### src/rtl/amo_sequencer_pkg.sv
// Shared types for the RV32A atomic sequencer: opcode, funct5 operation codes,
// sequencer states and a decode helper.
package amo_sequencer_pkg;

  localparam logic [6:0] OPCODE_ATOMIC = 7'b0101111;
  localparam int         XLEN          = 32;

  typedef enum logic [4:0] {
    AMO_ADD  = 5'b00000,
    AMO_SWAP = 5'b00001,
    AMO_LR   = 5'b00010,
    AMO_SC   = 5'b00011,
    AMO_XOR  = 5'b00100,
    AMO_OR   = 5'b01000,
    AMO_AND  = 5'b01100,
    AMO_MIN  = 5'b10000,
    AMO_MAX  = 5'b10100,
    AMO_MINU = 5'b11000,
    AMO_MAXU = 5'b11100
  } amo_op_e;

  typedef enum logic [1:0] {
    ST_IDLE = 2'd0,
    ST_RD   = 2'd1,
    ST_WR   = 2'd2,
    ST_DONE = 2'd3
  } amo_state_e;

  // True for every funct5 the sequencer implements; anything else is an error.
  function automatic logic amo_op_known(input logic [4:0] funct5);
    case (funct5)
      AMO_ADD, AMO_SWAP, AMO_LR, AMO_SC, AMO_XOR, AMO_OR, AMO_AND,
      AMO_MIN, AMO_MAX, AMO_MINU, AMO_MAXU: return 1'b1;
      default:                              return 1'b0;
    endcase
  endfunction

endpackage

### src/rtl/amo_alu.sv
// Combinational read-modify-write operator for AMO*.W: new memory value from
// the old memory word and the rs2 operand.
module amo_alu
  import amo_sequencer_pkg::*;
(
  input  amo_op_e     op,
  input  logic [31:0] old,
  input  logic [31:0] rs2,
  output logic [31:0] result
);

  always_comb begin
    result = rs2;
    case (op)
      AMO_ADD:  result = old + rs2;
      AMO_SWAP: result = rs2;
      AMO_XOR:  result = old ^ rs2;
      AMO_AND:  result = old & rs2;
      AMO_OR:   result = old | rs2;
      AMO_MIN:  result = ($signed(old) < $signed(rs2)) ? old : rs2;
      AMO_MAX:  result = ($signed(old) > $signed(rs2)) ? old : rs2;
      AMO_MINU: result = (old < rs2) ? old : rs2;
      AMO_MAXU: result = (old > rs2) ? old : rs2;
      default:  result = rs2;
    endcase
  end

endmodule

### src/rtl/amo_sequencer.sv
// RV32A sequencer: accepts one LR/SC/AMO at a time, runs the bus read and/or
// write beats, owns the load reservation and returns one result per request.
module amo_sequencer
  import amo_sequencer_pkg::*;
(
  input  logic        clk,
  input  logic        reset,
  input  logic        req_valid,
  output logic        req_ready,
  input  logic [4:0]  req_funct5,
  input  logic [31:0] req_addr,
  input  logic [31:0] req_wdata,
  output logic        resp_valid,
  output logic [31:0] resp_rdata,
  output logic        resp_err,
  output logic        mem_req,
  output logic        mem_we,
  output logic [31:0] mem_addr,
  output logic [31:0] mem_wdata,
  input  logic [31:0] mem_rdata,
  input  logic        mem_ack,
  input  logic        snoop_valid,
  input  logic [31:0] snoop_addr,
  input  logic        flush,
  output amo_state_e  dbg_state,
  output logic        dbg_resv_valid
);

  // Handshakes: a request transfers on the clk edge where req_valid && req_ready;
  // resp_valid is a single-cycle pulse with no back-pressure; a bus beat holds
  // mem_req/mem_we/mem_addr/mem_wdata stable and completes on the edge mem_ack is seen.

  amo_state_e  state, state_d;
  amo_op_e     req_op, op_q;
  logic [29:0] word_q;
  logic [31:0] rs2_q;
  logic [31:0] alu_result;

  logic        resv_valid;
  logic [29:0] resv_addr;

  logic        accept;
  logic        req_bad;
  logic        snoop_hit;
  logic        sc_ok;
  logic        lr_set;
  logic        resv_clr;
  logic        unused_snoop_lsb;

  assign req_op    = amo_op_e'(req_funct5);
  assign req_bad   = (req_addr[1:0] != 2'b00) || !amo_op_known(req_funct5);
  assign snoop_hit = snoop_valid && (snoop_addr[31:2] == resv_addr);

  // A snoop or flush landing in the accept cycle already kills the reservation.
  assign sc_ok = resv_valid && (resv_addr == req_addr[31:2]) && !snoop_hit && !flush;

  assign unused_snoop_lsb = ^snoop_addr[1:0];

  amo_alu u_alu (
    .op     (op_q),
    .old    (mem_rdata),
    .rs2    (rs2_q),
    .result (alu_result)
  );

  always_ff @(posedge clk or posedge reset) begin
    if (reset) begin
      state <= ST_IDLE;
    end else begin
      state <= state_d;
    end
  end

  always_comb begin
    state_d = state;
    accept  = 1'b0;
    case (state)
      ST_IDLE: begin
        if (req_valid) begin
          accept = 1'b1;
          if (req_bad) begin
            state_d = ST_DONE;
          end else if (req_op == AMO_SC) begin
            state_d = sc_ok ? ST_WR : ST_DONE;
          end else begin
            state_d = ST_RD;
          end
        end
      end
      ST_RD: begin
        if (mem_ack) begin
          state_d = (op_q == AMO_LR) ? ST_DONE : ST_WR;
        end
      end
      ST_WR: begin
        if (mem_ack) begin
          state_d = ST_DONE;
        end
      end
      ST_DONE: state_d = ST_IDLE;
      default: state_d = ST_IDLE;
    endcase
  end

  // Request latch, bus outputs and result register.
  always_ff @(posedge clk or posedge reset) begin
    if (reset) begin
      op_q       <= AMO_ADD;
      word_q     <= '0;
      rs2_q      <= '0;
      resp_rdata <= '0;
      resp_err   <= 1'b0;
      mem_req    <= 1'b0;
      mem_we     <= 1'b0;
      mem_addr   <= '0;
      mem_wdata  <= '0;
    end else if (accept) begin
      op_q       <= req_op;
      word_q     <= req_addr[31:2];
      rs2_q      <= req_wdata;
      resp_err   <= req_bad;
      resp_rdata <= (!req_bad && (req_op == AMO_SC) && !sc_ok) ? 32'd1 : 32'd0;
      if ((state_d == ST_RD) || (state_d == ST_WR)) begin
        mem_req   <= 1'b1;
        mem_we    <= (state_d == ST_WR);
        mem_addr  <= {req_addr[31:2], 2'b00};
        mem_wdata <= req_wdata;
      end
    end else if ((state == ST_RD) && mem_ack) begin
      // The old value is the result for both LR and AMO; AMO rolls straight into its write beat.
      resp_rdata <= mem_rdata;
      if (op_q == AMO_LR) begin
        mem_req <= 1'b0;
      end else begin
        mem_we    <= 1'b1;
        mem_wdata <= alu_result;
      end
    end else if ((state == ST_WR) && mem_ack) begin
      mem_req <= 1'b0;
      mem_we  <= 1'b0;
    end
  end

  assign lr_set   = (state == ST_RD) && mem_ack && (op_q == AMO_LR);
  assign resv_clr = flush || snoop_hit || (accept && !req_bad && (req_op != AMO_LR));

  // Clear wins over set: a flush or snoop on the LR's own word during its ack leaves no reservation.
  always_ff @(posedge clk or posedge reset) begin
    if (reset) begin
      resv_valid <= 1'b0;
      resv_addr  <= '0;
    end else if (lr_set) begin
      resv_addr  <= word_q;
      resv_valid <= !(flush || (snoop_valid && (snoop_addr[31:2] == word_q)));
    end else if (resv_clr) begin
      resv_valid <= 1'b0;
    end
  end

  assign req_ready      = (state == ST_IDLE);
  assign resp_valid     = (state == ST_DONE);
  assign dbg_state      = state;
  assign dbg_resv_valid = resv_valid;

endmodule

### config.mk
export PLATFORM = sky130hd
export DESIGN_NAME = amo_sequencer
export DESIGN_NICKNAME = d
export VERILOG_FILES = /design/src/rtl/amo_sequencer_pkg.sv /design/src/rtl/amo_alu.sv /design/src/rtl/amo_sequencer.sv
export SDC_FILE = /design/constraint.sdc
export NUM_CORES = 1
export LEC_CHECK = 0
export CORE_ASPECT_RATIO = 2
export CORE_MARGIN = 2
export CORE_UTILIZATION = 45
export CTS_BUF_LIST = sky130_fd_sc_hd__clkbuf_4
export DETAILED_ROUTE_END_ITERATION = 8
export GPL_ROUTABILITY_DRIVEN = 0
export MAX_ROUTING_LAYER = met4
export PLACE_DENSITY_LB_ADDON = 0.2
export SYNTH_ARGS = -nofsm -noshare
export SYNTH_HDL_FRONTEND = slang
export SYNTH_HIERARCHICAL = 1
export SYNTH_SLANG_ARGS = --single-unit
export TNS_END_PERCENT = 20
### constraint.sdc
create_clock -name clk -period 15.25 [get_ports clk]
set_clock_uncertainty 0.15 [all_clocks]
set_input_delay 3.05 -clock clk [delete_from_list [all_inputs] [get_ports clk]]
set_output_delay 3.05 -clock clk [all_outputs]
set_load 0.02 [all_outputs]
---- Word level (Yosys, flattened, before mapping) ----
Memories as Yosys holds them, arrays and structs flattened.
Cells that the tools add are included.
word-level totals
  flip-flop bits (word level) ............. 197
  memory bits (read-only) ................. 32
  input port bits ......................... 139
  output and inout bits ................... 104
  word-level logic and storage cells ...... 109
  memories kept ........................... 1
memory list
  name              words  width  read ports  clocked after memory_dff  write ports  RTL line                 text
  (name not given)  32     1      1           0                         0            amo_sequencer_pkg.sv:31  case (funct5)
operators by class
  $add $sub $neg .......................... 1
  magnitude comparators ................... 4
  eq/ne operators ......................... 22
  mux-type cells .......................... 33
  bitwise logic cells ..................... 3
  reduce and logical (&&, ||, !) cells .... 33
operators with widths
  cell                                           count
  2-to-1 mux 32 bit                              10
  case mux 32 bit (8 select lines)               1
  == test 30 bit                                 3
  > comparator 32 bit                            2
  less-than comparator 32 bit                    2
  adder 32 bit                                   1
  bitwise AND 32 bit                             1
  OR 32 bit                                      1
  XOR 32 bit                                     1
  == test 5 bit, second input constant           4
  2-to-1 mux 1 bit                               16
  logical AND 1 bit                              12
  == test 5 x 2 -> 1 bit, second input constant  2
  == test 5 x 4 -> 1 bit, second input constant  2
  2-to-1 mux 2 bit                               5
  AND reduction 3 bit                            3
  case mux 2 bit (4 select lines)                1
  == test 2 bit, second input constant           3
  zero test 1 bit                                6
  != test 3 bit, second input constant           2
  nonzero test 2 bit                             3
  == test 5 x 3 -> 1 bit, second input constant  1
  zero test 5 bit                                1
  logical OR 1 bit                               5
  7 further kinds                                8

---- Logic depth before layout (Yosys ltp) ----
Gate-level depths: netlist (run 1).
  depth after elaboration ................. 14
  depth in mapped cells ................... 17
  gate-level depth less buffers ........... 14

---- Cells and area by module ----
The synthesis (run 1) kept the hierarchy.
modules (own cells, without submodules)
  module         instances  cells an instance  area an instance (um^2)  sequential area each (um^2)
  amo_sequencer  1          802                8610.8                   4929.7
  amo_alu        1          749                4919.7                   0.0

---- Worst setup path after synthesis (run 1) ----
No wires, ideal clock.
  kind .................................... input port to flip-flop
  start point ............................. input mem_rdata[14]
  end point ............................... register mem_wdata[30]
  setup time .............................. 127 ps
  arrival ................................. 5935 ps
  required time ........................... 14973 ps
  slack ................................... 9038 ps
  stages on the path ...................... 16
  path buffers ............................ 2
  cell sequence ........................... inv_1 > ha_1 > buf_4 > nor4_2 > nand4_1 > a21oi_1 > o41ai_4 > nand2_4 > mux2_2 > a21o_1 > buf_6 > a221o_1 > a221oi_2 > a21oi_1 > nand2_1 > a31oi_1
between the ends
  word-level cells in the longest chain between the ends .. 6
  elaborated cells on any way between the ends .. 13
  those cells by class .................... add/sub: 1; order compare: 4; mux: 8
RTL lines
  element                                            RTL line              text
  from (decl)                                        amo_sequencer.sv:20   input logic [31:0] mem_rdata,
  > comparator 32 bit, or another cell as far along  amo_alu.sv:23         AMO_MAXU: result = (old > rs2) ? old : rs2;
  2-to-1 mux 32 bit (on tied branches)               -
  case mux 32 bit (8 select lines) *                 amo_alu.sv:14         case (op)
  via alu_result[30]                                 amo_sequencer.sv:37   logic [31:0] alu_result;
  2-to-1 mux 32 bit *                                amo_sequencer.sv:132  if (op_q == AMO_LR) begin
  2-to-1 mux 32 bit *                                amo_sequencer.sv:129  end else if ((state == ST_RD) && mem_ack) begin
  2-to-1 mux 32 bit *                                amo_sequencer.sv:117  end else if (accept) begin
  to (signal assigned)                               amo_sequencer.sv:127  mem_wdata <= req_wdata;
  to (signal assigned)                               amo_sequencer.sv:136  mem_wdata <= alu_result;
  to (decl)                                          amo_sequencer.sv:19   output logic [31:0] mem_wdata,
The timed path passes the listed nets; every way through them passes the cells marked *. The select of a mux whose other input is x is not followed.
A chain may end at the register's enable or synchronous reset.

---- Final worst setup path (run 1) ----
  start point ............................. input mem_rdata[29]
  end point ............................... register mem_wdata[30]
The elaborated chain is that of the path after synthesis.

==> results of run 1 <==
==> cell usage after synthesis (all sizes together) (3+ instances only) <==
master	n
a211o	5
a211oi	6
a21boi	3
a21o	21
a21oi	111
a221o	6
a221oi	23
a22o	33
a2bb2oi	3
a31oi	39
and2	4
buf	39
clkbuf	49
dfrtp	197
ha	97
inv	83
mux2	63
mux2i	5
nand2	280
nand2b	6
nand3	18
nand4	29
nor2	100
nor2b	15
nor3	15
nor3b	3
nor4	24
o211ai	16
o21a	9
o21ai	77
o21bai	4
o221ai	7
o22ai	8
o31ai	3
or2	3
xnor2	66
xor2	54
==> sequential cells by signal, summed over array words and instances, names as in the netlist, 2 cells and up <==
signal,flops
resp_rdata,32
op_q,5
mem_addr,30
dbg_state,2
resv_addr,30
word_q,30
rs2_q,32
mem_wdata,32
==> through the flow <==
step / instances / hold WS, ns / instance area (µm²)
after floorplan: 1552 / 0.322 / 13500
after global placement: 2082 / 0.315 / 16100
after detailed placement: 2082 / 0.328 / 16100
after CTS: 2114 / 0.371 / 16400
after global routing: 2118 / 0.374 / 16400
final: 2118 / 0.363 / 16400
==> report_power, final <==
group | internal (mW) | total, mW | switching (mW) | leakage [nW]
clock | 0.0936 | 0.314 | 0.221 | 0.165
sequential | 0.753 | 0.943 | 0.190 | 2.46
combinational | 0.882 | 2.12 | 1.24 | 4.75
==> per-layer routing <==
layer | vias up | part of all wire | track usage
met1 | 5865 | 0.33 | 0.273
met5 | - | 0 | -
met3 | 180 | 0.055 | 0.0503
met2 | 512 | 0.53 | 0.517
li1 | 5773 | - | -
met4 | 0 | 0.079 | 0.203
==> worst max-delay path: stages <==
cell,delay (ns)
clkdlybuf4s50_1,0.60
inv_1,0.07
ha_1,0.44
nor4_2,0.53
nand4_1,0.39
nor3_2,0.42
nand2b_1,0.17
o21ai_0,0.08
mux2_2,0.48
a21o_1,0.61
a221o_1,0.54
a221oi_2,0.28
a21oi_1,0.06
nand2_1,0.11
a31oi_1,0.11
==> how the worst max path moves through the flow <==
stage / startpoint / end / slack, ns / cells after the start
after floorplan: reset / dbg_resv_valid / 6.68 / 1
after global placement: mem_rdata[29] / mem_wdata[30] / 7.24 / 15
after detailed placement: mem_rdata[29] / mem_wdata[30] / 7.14 / 15
after CTS: mem_rdata[29] / mem_wdata[30] / 7.85 / 15
after global routing: mem_rdata[29] / mem_wdata[30] / 7.62 / 15
final: mem_rdata[29] / mem_wdata[30] / 7.66 / 15
==> cells by family after synthesis <==
| kind of cell | after synthesis | synth area share |
|---|---|---|
| mux | 68 | 0.0564 |
| buf+inv | 172 | 0.0549 |
| xor+xnor | 120 | 0.0777 |
| flops | 197 | 0.364 |
| fa+ha+maj | 98 | 0.0912 |
| simple gates | 505 | 0.166 |
| compound gates | 390 | 0.189 |
| other cells | 1 | 0.000277 |
==> area by class of cell <==
cell class                 instances  area (µm²)  area share
clock buffer                      18         135     0.00823
clock inverter                    14         178      0.0108
antenna                            4        10.0    0.000610
tap                              364         455      0.0277
timing repair buffer             254        2500       0.152
multi-input combinational       1183        7890       0.480
inverter                          84         323      0.0197
sequential                       197        4930       0.300
==> impl_results.md, run 1 <==
* Outcome: completed
* Final design utilization at 0.556
* Reg2Reg Setup Slack at ~10 ns
* Avg WL per Cell at approximately 21 µm
* # resized after CTS at 0
* Period minus WS final at 7.59 ns
* Core Box Area at roughly 0.03 mm²
* Tcrit/Tclk final at 0.498
* Vias at 12,300
* Die Ht at 249 µm
* Setup crit end kind: flip-flop
* Gr ovfl total at 0
* Clock Root Buffer: clkbuf_4
* Maximum clock insertion buffer count at 2
* Final HPWL DP at 32,900 µm
* Syn. warnings at 6
* Reg2reg end: mem_wdata[30]
* WP data arrival at about 8.0 ns
* Worst EP required at 15.61 ns
* Synth top area share at 0.364
* Max-slew violation count at 0
* Number of I/O pins at 243
* Starting DRC count in detailed routing at a little under 800
* Initial antenna violation count at 4
* Number of global-route vias before repair at 12,900
* Initial Util at 0.459
* Yosys top cell by area: dfrtp_1
* Most frequent cells in the layout: 279 x nand2_1, 238 x clkdlybuf4s50_1, 197 x dfrtp_1
* Leak at 7.37 nW
* Area delta synth->final at 21.3%
* TNS Setup at 0 ns
* First-pass GRT wire length at 68,800 µm
* Hold Path End: mem_req
* H-Tree Depth at 4
* WL final at 44,400 µm
* Total Power at approximately 3.4 mW
* Hold path start: mem_req
* CTS clock-pin slew for the worst setup and hold paths at 0.19 ns
* Pre-CTS worst setup slack at 7.14 ns
* Initial DRT Pass Iterations at 8
* Synth Register Bits at 197
* Post-route ant nets at 0
* Cells on Worst Hold Path at 1
* CTS buffer count at 17
* DRC viols at 0
* Post-Syn Area at 0.0135 mm²
* Share of layout cells above drive strength 1 at 0.0777
* F_max at 132 MHz
* CTS Hold Bufs at 0
* Slew at the pin closest to its max-slew limit at roughly 1.3 ns
* CTS tree: built
* Async set-reset flop share out of synthesis at 1.00
* Layout fillers at 2,662
* Total Routing Usage GR at 0.289
* Crit path kind: in -> reg
* Crit path max fanout at 19
* Worst R2R Start: rs2_q[22]
* I/O Buffers at around 240
* Final setup viols at 0
* # Post-CTS Setup Buffers at 0
* Worst setup SP type: input pin
* Synth Instances at between 1,500 and 2,000
* Max-cap violations at 0
* Die width at 127 µm
* Maximum number of pins on one net before global-route repair at approximately 70
* Top cells by area, synth: dfrtp_1 36%, ha_1 9.0%, nand2_1 7.7%
* Clock Latency Late Sink at 0.69 ns
* Reg2reg path depth at 14
* Syn avg cell area at 8.72 µm²
* Post-synth EDFFs at 0
* Nets@finish at 1,974
* Most used DFF post-synth: dfrtp_1
* Worst relative slew slack at 0.129
* Final hold violations at 0
* Count of cell types in the netlist at 74
* Power density cells at ~200 mW/mm²
* Total die area at 0.0316 mm²
* PnR worst setup slack at 7.66 ns
* Row cnt at 89
* Sequential area share after synthesis at 0.364
* RSZ-0062 raised after global routing: no
* Worst VDD drop at between 100 and 150 µV
* Commonest non-fill, non-tap cell in the layout: nand2_1
* DR vias/cell at 5.82
* Clock sink count at 197
* Worst Hold Class: reg -> reg
(Power assumes the default switching activity.)
==> inputs of run 2 (changes only) <==
clock period = 7.6 ns   (was 15.25 ns; I/O delays follow)
==> run 2 against run 1 <==
Compared with the run above:
- via count fell by 0.21%
- first-iteration DRC count is 11% lower
- non-clock buffer count rose by 2
- global-route usage is 0.15 points higher
- die area is the same
- count of clock-buffer cells in the layout unchanged
- clock power is 98% higher
- cell count stayed put
- hold slack lost 0.0066 ns
- design area about the same
- critical path type unchanged
- wire length about the same
==> impl_results.md, run 2 (synthesis results as in run 1) <==
* Power density cells at 413 mW/mm² (was 206 mW/mm²)
* Starting DRC count in detailed routing at 685 (was 770)
* First-pass GRT wire length at 69,400 µm (was 68,800 µm)
* Maximum clock insertion buffer count at 2 (unchanged)
* Number of global-route vias before repair at 12,900 (about the same)
* Reg2Reg Setup Slack at 2.61 ns (was 10.18 ns)
* Slew at the pin closest to its max-slew limit at 1.21 ns (was 1.30 ns)
* Row cnt at 89 (unchanged)
* Worst relative slew slack at 0.189 (was 0.129)
* Area taken by multi-input logic gates at 0.00789 mm² (unchanged)
* Reg2reg end: mem_wdata[30] (unchanged)
* Hold_ws at 0.356 ns (was 0.363 ns)
* Most frequent cells in the layout: 279 x nand2_1, 238 x clkdlybuf4s50_1, 197 x dfrtp_1 (unchanged)
* CP peak stage delay at 0.61 ns (about the same)
* CTS Hold Bufs at 0 (unchanged)
* Total Routing Usage GR at 0.290 (was 0.289)
* Area delta synth->final at 21.4% (was 21.3%)
* Final Instance Area at 0.0164 mm² (about the same)
* Period minus WS final at 5.97 ns
* Worst setup SP type: input pin (unchanged)
* Share of layout cells above drive strength 1 at 0.0788 (was 0.0777)
* Final hold violations at 0 (unchanged)
* Register area at 0.00493 mm² (unchanged)
* Worst Hold Class: reg -> reg (unchanged)
* F_max at about 170 MHz
* Cells on Worst Hold Path at 1 (unchanged)
* DR vias/cell at 5.81 (was 5.82)
* Die width at 127 µm (unchanged)
* Reg2reg path depth at 14 (unchanged)
* Final HPWL DP at 32,600 µm (was 32,900 µm)
* Max-slew violation count at 0 (unchanged)
* # resized after CTS at 0 (unchanged)
* Commonest non-fill, non-tap cell in the layout: nand2_1 (unchanged)
* Clock Root Buffer: clkbuf_4 (unchanged)
* Post-route ant nets at 0 (unchanged)
* Max-cap violations at 0 (unchanged)
* # Post-CTS Setup Buffers at 0 (unchanged)
* CP cell instances: clkdlybuf4s50_1, inv_1, ha_1, nor4_2, nand4_1, nor3_2, nand2b_1, o21ai_0, mux2_2, a21o_1, a221o_1, a221oi_2, a21oi_1, nand2_1, a31oi_1 (unchanged)
* WL final at 44,400 µm (about the same)
* GR Layer Usage met3 at 0.0576 (was 0.0503)
* Worst R2R Start: rs2_q[22] (unchanged)
* Met1 Use GR at 0.277 (was 0.273)
* Final setup viols at 0 (unchanged)
* Hold path start: mem_req (unchanged)
* Nets@finish at 1,976 (was 1,974)
* Maximum number of pins on one net before global-route repair at 138 (was 72)
* Hold Path End: mem_req (unchanged)
* H-Tree Depth at 4 (unchanged)
* Vias at 12,300 (about the same)
* Clock sink count at 197 (unchanged)
* RSZ-0062 raised after global routing: no (unchanged)
* Area post-placement at 0.0161 mm² (about the same)
* GRT Max-Usage Layer: met2 (unchanged)
* Tcrit/Tclk final at 0.785
* Setup crit end kind: flip-flop (unchanged)
* Met2 GRT Util at 0.508 (was 0.517)
* I/O Buffers at 238 (unchanged)
* Initial antenna violation count at 2 (was 4)
* WP data arrival at 6.39 ns (was 7.95 ns)
* Avg WL per Cell at 20.9 µm (was 21.0 µm)
* Initial DRT Pass Iterations at 5 (was 8)
* CTS tree: built (unchanged)
* Worst VDD drop at 263 µV (was 138 µV)
* TNS Setup at 0 ns (unchanged)
* Leak at 7.39 nW (was 7.37 nW)
* Core Box Area at 0.0295 mm² (unchanged)
* Crit path max fanout at 19 (unchanged)
* CTS clock-pin slew for the worst setup and hold paths at 0.19 ns (about the same)
* Clock Latency Late Sink at 0.68 ns (was 0.69 ns)
* Worst EP required at 8.02 ns (was 15.61 ns)
* DRC viols at 0 (unchanged)
* Crit path kind: in -> reg (unchanged)
* Initial Util at 0.459 (unchanged)
* Slowest CP cell: a21o_1 (unchanged)
* Largest regs: mem_wdata (32), resp_rdata (32), rs2_q (32) (unchanged)
* Gr ovfl total at 0 (unchanged)
* Die Ht at 249 µm (unchanged)
* Outcome: completed (unchanged)
* Number of I/O pins at 243 (unchanged)
* Total die area at 0.0316 mm² (unchanged)
* CTS buffer count at 17 (unchanged)
* Layout fillers at 2,692 (was 2,662)
run 2: cell types whose count changed in the layout (fill, tap and decap cells not counted):
cell and delta:
buf_4 +2, bufinv_16 -1, clkinv_4 -1, clkinv_8 +1, clkinvlp_4 -1, diode_2 -2, inv_12 +2, inv_6 +2
inv_8 -2
run 2: cell type report:
| type | count | area share |
|---|---|---|
| multi-input combinational | 1183 | 0.480 |
| tap | 364 | 0.0277 |
| inverter | 84 | 0.0197 |
| sequential | 197 | 0.300 |
| clock inverter | 14 | 0.0107 |
| antenna | 2 | 0.000305 |
| timing repair buffer | 256 | 0.153 |
| clock buffer | 18 | 0.00823 |
run 2: how the worst max path moves through the flow:
stage	from	endpoint	slack, ns
2_1_floorplan	reset	dbg_resv_valid	0.56
3_3_place_gp	mem_rdata[29]	mem_wdata[30]	1.20
3_5_place_dp	mem_rdata[29]	mem_wdata[30]	1.12
4_1_cts	mem_rdata[29]	mem_wdata[30]	1.87
5_1_grt	mem_rdata[29]	mem_wdata[30]	1.55
6_report	mem_rdata[29]	mem_wdata[30]	1.63
run 2: routing by layer:
metal / wire, µm / vias to the layer above / share of wire
li1: - / 5780 / -
met1: 15000 / 5848 / 0.34
met2: 23200 / 487 / 0.52
met3: 2340 / 189 / 0.053
met4: 3840 / 0 / 0.087
met5: 0 / - / 0
run 2: power breakdown:
group	internal, mW	total, mW	switching, mW
Clock	0.164	0.622	0.458
Sequential	1.51	1.89	0.379
Combinational	1.78	4.27	2.50
run 2: worst max-delay path: cells and delay by family:
family	cells	cell delay, ns
multiplexers	1	0.47
AO/OA/AOI/OAI	6	1.67
AND/OR/NAND/NOR	5	1.60
adder cells (fa/ha/maj)	1	0.44
buffers and inverters	2	0.67
run 2: stage by stage:
stage          std cells  power, mW  setup WS (ns)   util
2_1_floorplan       1552       4.67          0.561      -
3_3_place_gp        2084       6.04           1.20  0.546
3_5_place_dp        2084       6.13           1.12  0.546
4_1_cts             2116       6.78           1.87  0.556
5_1_grt             2118       7.28           1.55  0.557
6_report            2118       6.79           1.63  0.557
==> inputs of run 3 (changes only) <==
clock period = 5.6 ns   (was 7.6 ns; I/O delays follow)
==> run 3 against run 2 <==
Compared with the run above:
- non-clock buffer count rose by 51
- wire length rose by 2.8%
- clock power rose by 32%
- hold slack improved by 0.0058 ns
- highest routed layer unchanged
- critical endpoint is now mem_wdata[29]
- design area rose by 2.2%
- sequential share of layout area fell by 0.66 points
==> impl_results.md, run 3 (synthesis results as in run 1) <==
* Max-slew violation count at 0 (unchanged)
* Row cnt at 89 (unchanged)
* Clk pwr share at 0.088 (was 0.092)
* Pre-CTS worst setup slack at 0.169 ns (was 1.12 ns)
* CP cell instances: clkdlybuf4s50_1, inv_1, ha_1, nor4_2, nand4_1, nor3_2, nand2b_1, o21ai_0, mux2_2, buf_4, a221o_1, a221oi_1, a31oi_1, o21a_1, nand2_1, a31oi_1 (was clkdlybuf4s50_1, inv_1, ha_1, nor4_2, nand4_1, nor3_2, nand2b_1, o21ai_0, mux2_2, a21o_1, a221o_1, a221oi_2, a21oi_1, nand2_1, a31oi_1)
* Net Sw Frac at 0.488 (was 0.492)
* Reg2Reg Setup Slack at 1.30 ns (was 2.61 ns)
* Largest regs: mem_wdata (32), resp_rdata (32), rs2_q (32) (unchanged)
* Die width at 127 µm (unchanged)
* Maximum number of pins on one net before global-route repair at 65 (was 138)
* Starting DRC count in detailed routing at 800 (was 685)
* Avg WL per Cell at 21.0 µm (was 20.9 µm)
* Leak at 7.62 nW (was 7.39 nW)
* Worst R2R Start: rs2_q[30] (was rs2_q[22])
* H-Tree Depth at 4 (unchanged)
* F_max at 208 MHz
* WL final at 45,600 µm (was 44,400 µm)
* Commonest non-fill, non-tap cell in the layout: nand2_1 (unchanged)
* Share of layout cells above drive strength 1 at 0.104 (was 0.0788)
* Power density cells at 557 mW/mm² (was 413 mW/mm²)
* I/O Buffers at 238 (unchanged)
* Total Routing Usage GR at 0.295 (was 0.290)
* Worst VDD drop at 284 µV (was 263 µV)
* Final HPWL DP at 34,500 µm (was 32,600 µm)
* WP data arrival at 5.25 ns (was 6.39 ns)
* Vias at 12,400 (was 12,300)
* Clock Latency Late Sink at 0.69 ns (was 0.68 ns)
* Number of I/O pins at 243 (unchanged)
* Worst EP required at 6.03 ns (was 8.02 ns)
* Final design utilization at 0.569 (was 0.557)
* Slowest CP cell: clkdlybuf4s50_1 (was a21o_1)
* Initial antenna violation count at 3 (was 2)
* Crit path max fanout at 8 (was 19)
* Post-route ant nets at 0 (unchanged)
* Worst Hold Class: reg -> reg (unchanged)
* DRC viols at 0 (unchanged)
* CTS tree: built (unchanged)
* Area delta synth->final at 24.1% (was 21.4%)
* Comb power frac at 0.636 (was 0.630)
* CTS clock-pin slew for the worst setup and hold paths at 0.19 ns (about the same)
* Gr ovfl total at 0 (unchanged)
* Clock sink count at 197 (unchanged)
* Number of global-route vias before repair at 13,000 (was 12,900)
* Nets@finish at 2,027 (was 1,976)
* First-pass GRT wire length at 70,200 µm (was 69,400 µm)
* Hold path start: mem_req (unchanged)
* Most frequent cells in the layout: 279 x nand2_1, 238 x clkdlybuf4s50_1, 197 x dfrtp_1 (unchanged)
* Total die area at 0.0316 mm² (unchanged)
* RSZ-0062 raised after global routing: no (unchanged)
* Final setup viols at 0 (unchanged)
* Initial DRT Pass Iterations at 7 (was 5)
* Max-cap violations at 0 (unchanged)
* Worst setup path startpoint: mem_rdata[28] (was mem_rdata[29])
* Seq pwr share at 0.277 (was 0.278)
* Crit path kind: in -> reg (unchanged)
* Period minus WS final at 4.82 ns
* Worst relative slew slack at 0.175 (was 0.189)
* Internal at 4.79 mW (was 3.45 mW)
* Core Box Area at 0.0295 mm² (unchanged)
* Total Power at 9.35 mW (was 6.79 mW)
* # Post-CTS Setup Buffers at 0 (unchanged)
* PnR worst setup slack at 0.784 ns (was 1.63 ns)
* Setup crit end kind: flip-flop (unchanged)
* Die Ht at 249 µm (unchanged)
* CTS buffer count at 17 (unchanged)
* Maximum clock insertion buffer count at 2 (unchanged)
* Clock Root Buffer: clkbuf_4 (unchanged)
* Slew at the pin closest to its max-slew limit at 1.23 ns (was 1.21 ns)
* CP peak stage delay at 0.56 ns (was 0.61 ns)
* Initial Util at 0.459 (unchanged)
* TNS Setup at 0 ns (unchanged)
* CTS Hold Bufs at 0 (unchanged)
* Worst setup SP type: input pin (unchanged)
* Outcome: completed (unchanged)
* Tcrit/Tclk final at 0.860
* # resized after CTS at 0 (unchanged)
* Hold_ws at 0.362 ns (was 0.356 ns)
* Critical Path Most Common Cell: a31oi_1
* DR vias/cell at 5.73 (was 5.81)
* Final hold violations at 0 (unchanged)
* Psw at 4.56 mW (was 3.34 mW)
-- run 3: final cells by class --
cell class	instances	area (µm²)
clock buffers	18	135
multi-input cells	1183	7880
well taps	364	455
diodes	3	7.51
flip-flops and latches	197	4930
inverters	84	319
repair buffers	307	2910
clock inverters	14	154
fillers	2742	12700
-- run 3: power groups by stage --
stage,Combinational [mW],Clock (mW),Sequential (mW)
after floorplan,3.42,0,2.92
after global placement,5.79,0,2.58
after detailed placement,5.88,0,2.61
after CTS,5.91,0.851,2.58
after global routing,6.43,0.897,2.67
final,5.94,0.821,2.59
-- run 3: final timing paths --
| path | endpoint | cells after the start |
|---|---|---|
| setup / recovery | mem_wdata[29] | 16 |
| hold / removal | mem_req | 1 |
| setup reg to reg | mem_wdata[29] | 15 |
| hold reg to reg | mem_req | 1 |
| max in group asynchronous | resp_rdata[11] | 3 |
| min in group asynchronous | mem_addr[10] | 2 |
-- run 3: layer usage --
layer / vias up / part of all wire / track usage
li1: 5875 / - / -
met1: 5937 / 0.34 / 0.276
met2: 466 / 0.54 / 0.542
met3: 148 / 0.053 / 0.0543
met4: 0 / 0.068 / 0.186
met5: - / 0 / -
-- run 3: worst max-delay path, delay by kind of cell --
kind            cells  cell delay, ns
fa+ha+maj           1            0.40
simple gates        5            1.45
mux                 1            0.31
compound gates      6            1.13
buf+inv             3            0.83
-- run 3: metrics by stage --
stage,instances,cell area [µm²]
after floorplan,1552,13500
after global placement,2135,16500
after detailed placement,2135,16500
after CTS,2167,16800
after global routing,2170,16800
final,2170,16800
